## config.mk

```make
export PLATFORM = sky130hd
export DESIGN_NAME = joyencoder
export DESIGN_NICKNAME = d
export VERILOG_FILES = /design/src/rtl/joyencoder.sv
export SDC_FILE = /design/constraint.sdc
export NUM_CORES = 1
export LEC_CHECK = 0
export BUFFER_PORTS_ARGS = -buffer_cell sky130_fd_sc_hd__buf_2
export CAP_MARGIN = 30
export CORE_ASPECT_RATIO = 0.6
export CORE_MARGIN = 3
export CORE_UTILIZATION = 40
export DETAILED_ROUTE_END_ITERATION = 10
export GPL_TIMING_DRIVEN = 0
export SKIP_LAST_GASP = 1
export SYNTH_ARGS = -nofsm -noshare
export SYNTH_HDL_FRONTEND = slang
export SYNTH_SLANG_ARGS = --single-unit
```

## constraint.sdc

```tcl
create_clock -name clk -period 1.7 [get_ports clk]
set_clock_uncertainty 0.05 [all_clocks]
set_input_delay 0.34 -clock clk [delete_from_list [all_inputs] [get_ports clk]]
set_output_delay 0.34 -clock clk [all_outputs]
set_load 0.01 [all_outputs]
```

## src/rtl/joyencoder.sv

```systemverilog
// joyencoder: '165-style serial transmitter for the two-joystick link.
// Link pins are synchronised to clk; parallel load beats shift.
module joyencoder #(
  parameter int SYNC_STAGES = 2
) (
  input  logic        clk,
  input  logic        reset,
  input  logic        joy_clk,
  input  logic        joy_load_n,
  input  logic [15:0] sw,
  output logic        joy_data,
  output logic        frame_strobe,
  output logic        overrun
);

  localparam int         S       = SYNC_STAGES;
  localparam logic [4:0] CNT_MAX = 5'd16;

  logic [S-1:0] jclk_q;
  logic [S-1:0] jld_q;
  logic         jclk_hist_q;
  logic         jld_hist_q;
  logic [15:0]  sw_q [S];

  logic         rise_q;
  logic         rise_d;
  logic [15:0]  sr_q;
  logic [15:0]  sr_d;
  logic [4:0]   cnt_q;
  logic [4:0]   cnt_d;
  logic         ovr_q;
  logic         ovr_d;
  logic         strobe_q;
  logic         strobe_d;

  logic         jclk_s;
  logic         jld_s;
  logic [15:0]  sw_s;

  assign jclk_s = jclk_q[S-1];
  assign jld_s  = jld_q[S-1];
  assign sw_s   = sw_q[S-1];

  always_ff @(posedge clk) begin
    if (reset) begin
      jclk_q      <= '0;
      jld_q       <= '1;
      jclk_hist_q <= 1'b0;
      jld_hist_q  <= 1'b1;
      for (int i = 0; i < S; i++) begin
        sw_q[i] <= '0;
      end
    end else begin
      jclk_q      <= {jclk_q[S-2:0], joy_clk};
      jld_q       <= {jld_q[S-2:0], joy_load_n};
      jclk_hist_q <= jclk_s;
      jld_hist_q  <= jld_s;
      sw_q[0]     <= sw;
      for (int i = 1; i < S; i++) begin
        sw_q[i] <= sw_q[i-1];
      end
    end
  end

  always_ff @(posedge clk) begin
    if (reset) begin
      rise_q   <= 1'b0;
      sr_q     <= 16'hFFFF;
      cnt_q    <= '0;
      ovr_q    <= 1'b0;
      strobe_q <= 1'b0;
    end else begin
      rise_q   <= rise_d;
      sr_q     <= sr_d;
      cnt_q    <= cnt_d;
      ovr_q    <= ovr_d;
      strobe_q <= strobe_d;
    end
  end

  // Rising edges seen during a load are dropped before they reach the shifter.
  always_comb begin
    sr_d     = sr_q;
    cnt_d    = cnt_q;
    ovr_d    = ovr_q;
    strobe_d = ~jld_s & jld_hist_q;
    rise_d   = jclk_s & ~jclk_hist_q & jld_s;
    priority case (1'b1)
      ~jld_s: begin
        sr_d  = ~sw_s;
        cnt_d = '0;
        ovr_d = 1'b0;
      end
      rise_q: begin
        sr_d = {1'b1, sr_q[15:1]};
        if (cnt_q == CNT_MAX) begin
          ovr_d = 1'b1;
        end else begin
          cnt_d = cnt_q + 5'd1;
        end
      end
      default: begin
      end
    endcase
  end

  assign joy_data     = sr_q[0];
  assign frame_strobe = strobe_q;
  assign overrun      = ovr_q;

endmodule
```

# ---- Word level (Yosys, flattened, before mapping)
# Memory sizes are Yosys's and may differ from the RTL's.
# Cells that the tools add are included.
dict set report word_totals {
  memories 1
  ff_bits 30
  out_inout_bits 3
  ramBits 32
  inputBits 20
}
dict set report classes {
  eq_ne 2
  n_reduce_logical 3
  bitwise_logic 9
  addsub 1
  muxes 7
}
# memory depth word_bits read_ports rd_ports_with_merged_regs wr line
set memory_table {}
lappend memory_table {sw_q 2 16 2 0 2 23} ;# logic [15:0] sw_q [S];
# cell count
set op_table {}
lappend op_table {{$mux W16} 4}
lappend op_table {{$not A16 Y16} 1}
lappend op_table {{$add A5 B1 Y5 const B} 1}
lappend op_table {{$eq A5 B5 Y1 const B} 1}
lappend op_table {{$reduce_and A2 Y1} 2}
lappend op_table {{$and A1 B1 Y1} 3}
lappend op_table {{$mux W1} 3}
lappend op_table {{$not A1 Y1} 3}
lappend op_table {{$ne A2 B1 Y1 const B} 1}
lappend op_table {{$or A1 B1 Y1} 2}
lappend op_table {{$reduce_or A2 Y1} 1}

# ---- Logic depth before layout (Yosys ltp)
# Gate-level depths: netlist of run 1.
dict set report depth {
  ltp_word 3
  ltp_mapped 5
  mapped_depth_nobuf 5
}

# ---- Worst setup path after synthesis of run 1
# No wires, ideal clock.
dict set report synth_timing {
  kind {register to register}
  startpoint {register cnt_q[0]}
  endpoint {register cnt_q[2]}
  path_stages_with_launch 6
  arrival_time_ps 1237
  path_slack_ps 346
  setup_ps 67
  period_less_slack_ps 1354
  n_path_buf 0
  path_cell_list {dfxtp_1 -> inv_1 -> ha_1 -> and4bb_4 -> or3_1 -> a21oi_2}
}
dict set report synth_via {
  elab_chain_cells 3
  word_cells_on_any_way 4
}
# item line
set synth_rtl {}
lappend synth_rtl {{start, declared} 29} ;# logic [4:0] cnt_q;
lappend synth_rtl {{start signal, assigned} 75} ;# cnt_q <= cnt_d;
lappend synth_rtl {{parallel branches: the longest is 3 deep, another holds $add A5 B1 Y5} n/a}
# Parallel ways; which one is timed is not known.
# A chain may end at the register's enable or synchronous reset.

# ---- Worst setup path in the final report of run 1
# Ends and elaborated chain as after synthesis.

==> results.json, run 1 <==
{
  "worstHoldEndpoint": "jld_q[0]",
  "ys_ff_latch": 62,
  "seq_area_sq_um": 1240,
  "overflow": 0,
  "worst-setup-path-type": "reg -> reg",
  "power_density_nw_per_um2": 1190,
  "dp_cells": 270,
  "hp-start": "joy_load_n",
  "viasPerCell": 4.40,
  "vdd_drop_max_v": 0.000522,
  "ctsResizeCount": 0,
  "setup_tns_ns": 0,
  "drv_cap": 0,
  "ant_nets": 0,
  "wire_per_inst_um": 11.8,
  "worst-r2r-cell-count": 5,
  "die_area_sq_um": 6250,
  "wl_um": 3390,
  "period_needed_ns": 1.46,
  "start_util_pct": 43.8,
  "stdcell_area_sq_um": 2530,
  "vias": 1259,
  "cp_slowest_cell": "dfxtp_1",
  "antenna_found_initial": 0,
  "r2r_start": "cnt_q[0]",
  "n_fill_cell": 443,
  "rr_endpoint": "cnt_q[2]",
  "core_area_sq_um": 4850,
  "root_buffer": "clkbuf_8",
  "syn_to_final_growth_pct": 19.2,
  "drt_iter0_markers": 43,
  "postSynthCellCount": 186,
  "drc_errors": 0,
  "switchingPower_uw": 600,
  "ys_seq_area_share_pct": 58.5,
  "cts_tree": "built",
  "drive_above_1_share_pct": 27.8,
  "io_pins": 23,
  "multi_input_area_sq_um": 813,
  "synth_area_sq_um": 2120,
  "fmax_mhz": 684,
  "timing.final.crit_share_pct": 86.0,
  "clock_sinks": 62,
  "pwr-share-clk_pct": 46.0,
  "numPortBuffers": 21,
  "place_congestion": 0.699,
  "clkTransAtPathRegs_ns": 0.07,
  "hold_buffers": 0,
  "crit_fanout": 6,
  "p_int_uw": 2420,
  "nNetsFinal": 240,
  "status": "complete, no violations",
  "worst_pin_slew_ns": 0.518,
  "hold_depth": 2,
  "grt_pass1_vias": 1285,
  "cp-start-kind": "flip-flop",
  "max_stage_delay_ns": 0.39,
  "use_met3_pct": 5.69,
  "required_ns": 1.91,
  "final-instance-count-excl-fill": 286,
  "grt.met2_usage_pct": 18.0,
  "ys_types": 22,
  "syn_nets": 208,
  "slew_headroom_pct": 65.5,
  "avgSynthCellArea_sq_um": 11.4,
  "maxSlewViolCount": 0,
  "clk_path_buf_depth": 2,
  "timing.hold.ws_ns": 0.159,
  "cts_setup_buffers": 0,
  "dr.pass1.iters": 4,
  "htreeDepth": 3,
  "setup_ws_ns": 0.238,
  "dpl_worst_slack_ns": 0.247,
  "cp-end-kind": "flip-flop",
  "worstHoldPathType": "in -> reg",
  "grt_pass1_wl_um": 5860,
  "seqPwrFrac_pct": 50.1,
  "diodes": 0,
  "setup_viol": 0,
  "clk_latency_ns": 0.32,
  "chipWidth_um": 100,
  "pwr-share-comb_pct": 3.9,
  "die_h_um": 62.4,
  "cts_buffers": 9,
  "finalHoldViolations": 0,
  "crit_start": "cnt_q[0]",
  "rsz0062_at_grt": "no",
  "path_cells": "inv_1 -> ha_1 -> and4bb_4 -> or3_1 -> a21oi_2",
  "final_cell_mix": "62 x dfxtp_1, 35 x nor2b_1, 31 x mux2i_1",
  "top_usage_layer": "met2",
  "reg2reg_slack_ns": 0.24,
  "grt.total_usage_pct": 12.0,
  "layout_commonest_cell": "dfxtp_1",
  "grt_use_met1_pct": 15.4,
  "placed_area_sq_um": 2310,
  "p_leak_uw": 0.00107,
  "switching_share_pct": 19.9,
  "arrival_ns": 1.67,
  "yosysWarnings": 0,
  "grt_max_degree": 12,
  "rows": 19
}
## area by class of cell
class	instances	share of cell area (%)
timing repair buffer	21	4.15
sequential	62	49.1
tap	63	3.12
buffer	10	2.13
clock buffer	10	5.44
multi-input combinational	110	32.1
inverter	4	0.593
clock inverter	6	3.36
## sequential cells by signal, indices dropped and copies added, names as in the netlist
register and cells:
sw_q 32, sr_q 16, cnt_q 5, jclk_q 2
jld_q 2, frame_strobe 1, jclk_hist_q 1, jld_hist_q 1
overrun 1, rise_q 1
## critical path: cells and delay by family, from the launching register on
kind / cells / cell delay, ns
flops: 1 / 0.39
compound gates: 1 / 0.11
buf+inv: 1 / 0.06
simple gates: 2 / 0.58
fa+ha+maj: 1 / 0.20
## synthesized netlist by cell type (all sizes together)
library cell   n  area (sq um)
dfxtp         62          1240
nor2b         35           219
mux2i         31           310
or2           19           119
clkbuf         6          22.5
nor2           5          18.8
a21oi          4          23.8
buf            4          31.3
inv            4          15.0
ha             2          25.0
nand2          2          7.51
nand4          2          12.5
o21ai          2          10.0
or3            2          12.5
xor2           2          17.5
and4bb         1          16.3
nand2b         1          6.26
nand3b         1          7.51
nor3b          1          7.51
## layer usage
| metal | routed length [um] | up-vias |
|---|---|---|
| met3 | 148 | 4 |
| met4 | 31 | 0 |
| met2 | 1510 | 16 |
| li1 | - | 665 |
| met1 | 1690 | 574 |
| met5 | 0 | - |
## through the flow
stage | power (uW) | util [%]
floorplan | 1620 | -
global placement | 1660 | 47.6
detailed placement | 1670 | 47.6
CTS | 3060 | 52.2
global route | 3140 | 52.2
finish | 3020 | 52.2
## kinds of logic (layout without fill, tap and decap cells)
| kind of cell | Yosys count | count (layout) | synth area share, % |
|---|---|---|---|
| DFF | 62 | 62 | 58.5 |
| muxes | 31 | 31 | 14.6 |
| AOI/OAI and AO/OA | 6 | 6 | 1.59 |
| xor gates and xnor gates | 2 | 2 | 0.825 |
| buffers and inverters | 14 | 51 | 3.24 |
| and+or+nand+nor | 69 | 69 | 20.1 |
| adders and majority gates | 2 | 2 | 1.18 |
## power groups by stage
stage | Combinational [uW] | Clock [uW] | Sequential [uW]
6_report | 118 | 1390 | 1510
5_1_grt | 133 | 1490 | 1520
4_1_cts | 121 | 1420 | 1510
3_5_place_dp | 120 | 0 | 1550
3_3_place_gp | 115 | 0 | 1550
2_1_floorplan | 79.7 | 0 | 1540
## worst max path at each step
| stage | endpoint | slack [ns] | cells past startpoint |
|---|---|---|---|
| after floorplan | cnt_q[2] | 0.35 | 5 |
| after global placement | sw_q[0][24] | 0.29 | 3 |
| after detailed placement | sw_q[0][17] | 0.25 | 3 |
| after CTS | cnt_q[2] | 0.25 | 5 |
| after global routing | sr_q[11] | 0.13 | 4 |
| final | cnt_q[2] | 0.24 | 5 |
No activity file was read; power rests on OpenSTA's default activity.
==> run 2: changes to the inputs <==
- CORE_UTILIZATION: 40 -> 30
==> results.json, run 2 (same netlist as run 1, synthesis figures left out) <==
{
  "slew_headroom_pct": 65.9,
  "place_congestion": 0.730,
  "die_area_sq_um": 8160,
  "vdd_drop_max_v": 0.000404,
  "setup_viol": 0,
  "clk_latency_ns": 0.32,
  "vias": 1210,
  "use_met3_pct": 5.38,
  "root_buffer": "clkbuf_16",
  "period_needed_ns": 1.44,
  "core_area_sq_um": 6760,
  "power_density_nw_per_um2": 1280,
  "htreeDepth": 3,
  "dp_hpwl_um": 2280,
  "wl_um": 3320,
  "wire_per_inst_um": 10.8,
  "required_ns": 1.90,
  "drt_iter0_markers": 58,
  "cts_tree": "built",
  "rows": 23,
  "die_h_um": 71.2,
  "top_usage_layer": "met2",
  "cts_buffers": 9,
  "syn_to_final_growth_pct": 23.6,
  "crit_family": "simple AND/OR/NAND/NOR gates",
  "clk_path_buf_depth": 2,
  "crit_start": "cnt_q[0]",
  "cp_slowest_cell": "dfxtp_1",
  "ctsResizeCount": 0,
  "clkTransAtPathRegs_ns": 0.05,
  "hold_buffers": 0,
  "overflow": 0,
  "finalHoldViolations": 0,
  "ant_nets": 0,
  "largest_reg_flops": 32,
  "hp-start": "joy_load_n",
  "crit_fanout": 6,
  "worstHoldPathType": "in -> reg",
  "rsz0062_at_grt": "no",
  "r2r_start": "cnt_q[0]",
  "cp-start-kind": "flip-flop",
  "arrival_ns": 1.65,
  "grt_pass1_vias": 1262,
  "final_cell_mix": "62 x dfxtp_1, 35 x nor2b_1, 31 x mux2i_1",
  "path_cells": "inv_1 -> ha_1 -> and4bb_4 -> or3_1 -> a21oi_2",
  "io_pins": 23,
  "grt.met2_usage_pct": 13.3,
  "clock_sinks": 62,
  "viasPerCell": 3.93,
  "grt.total_usage_pct": 9.63,
  "grt_max_degree": 11,
  "worst_pin_slew_ns": 0.511,
  "layout_commonest_cell": "dfxtp_1",
  "crit_buf_inv": 1,
  "largestRegisters": "sw_q: 32 flops, sr_q: 16 flops, cnt_q: 5 flops",
  "timing.final.crit_share_pct": 84.9,
  "drc_errors": 0,
  "maxSlewViolCount": 0,
  "p_leak_uw": 0.00111,
  "grt_pass1_wl_um": 5910,
  "cp-end-kind": "flip-flop",
  "worst-r2r-cell-count": 5,
  "chipWidth_um": 115,
  "max_stage_delay_ns": 0.39,
  "dr.pass1.iters": 4,
  "total_power_uw": 3360,
  "setup_tns_ns": 0,
  "drive_above_1_share_pct": 27.1,
  "worst-path-stages": 5,
  "status": "complete, no violations",
  "fmax_mhz": 693,
  "antenna_found_initial": 0,
  "reg2reg_slack_ns": 0.26,
  "grt_use_met1_pct": 12.5,
  "start_util_pct": 31.4,
  "numPortBuffers": 21,
  "hold_depth": 2,
  "diodes": 0,
  "worst-setup-path-type": "reg -> reg",
  "drv_cap": 0,
  "regMostFlops": "sw_q",
  "nNetsFinal": 240,
  "cts_setup_buffers": 0
}
## run 2: per-layer routing
layer  share of wire [%]  routed length (um)
met1                  53                1760
met2                  42                1380
met3                 5.3                 175
met4                   0                   0
met5                   0                   0
## run 2: area by class of cell
type	count	area [sq um]
timing repair buffer	21	105
fill	640	4140
inverter	4	15.0
tap	87	109
sequential	62	1240
clock inverter	4	48.8
clock buffer	10	239
multi-input combinational	110	813
buffer	10	53.8
## run 2: worst register-to-register path, delay by kind of cell (launching register included)
| family | cells | cell delay (ns) |
|---|---|---|
| AND/OR/NAND/NOR | 2 | 0.58 |
| flip-flops | 1 | 0.39 |
| adder cells (fa/ha/maj) | 1 | 0.19 |
| AO/OA/AOI/OAI | 1 | 0.11 |
| buffers and inverters | 1 | 0.06 |
## run 2: final timing paths
| check | endpoint |
|---|---|
| worst max-delay path | cnt_q[2] |
| worst max register to register | cnt_q[2] |
| worst min-delay path | jld_q[0] |
| worst min register to register | rise_q |
## run 2: power by group
part | internal [uW] | leakage [uW] | total [uW] | switching (uW)
Combinational | 60.8 | 0.000455 | 116 | 55.3
Clock | 1150 | 0.000144 | 1730 | 576
Sequential | 1500 | 0.000509 | 1520 | 13.1
## run 2: through the flow
stage               utilization (%)  cells  setup WS, ns  hold WS, ns  cell area [sq um]
floorplan                         -    186         0.346        0.322               2120
global placement               34.6    294         0.275        0.330               2340
detailed placement             34.6    294         0.256        0.335               2340
CTS                            38.8    308         0.256        0.163               2630
global route                   38.8    308         0.142        0.170               2630
finish                         38.8    308         0.257        0.173               2630
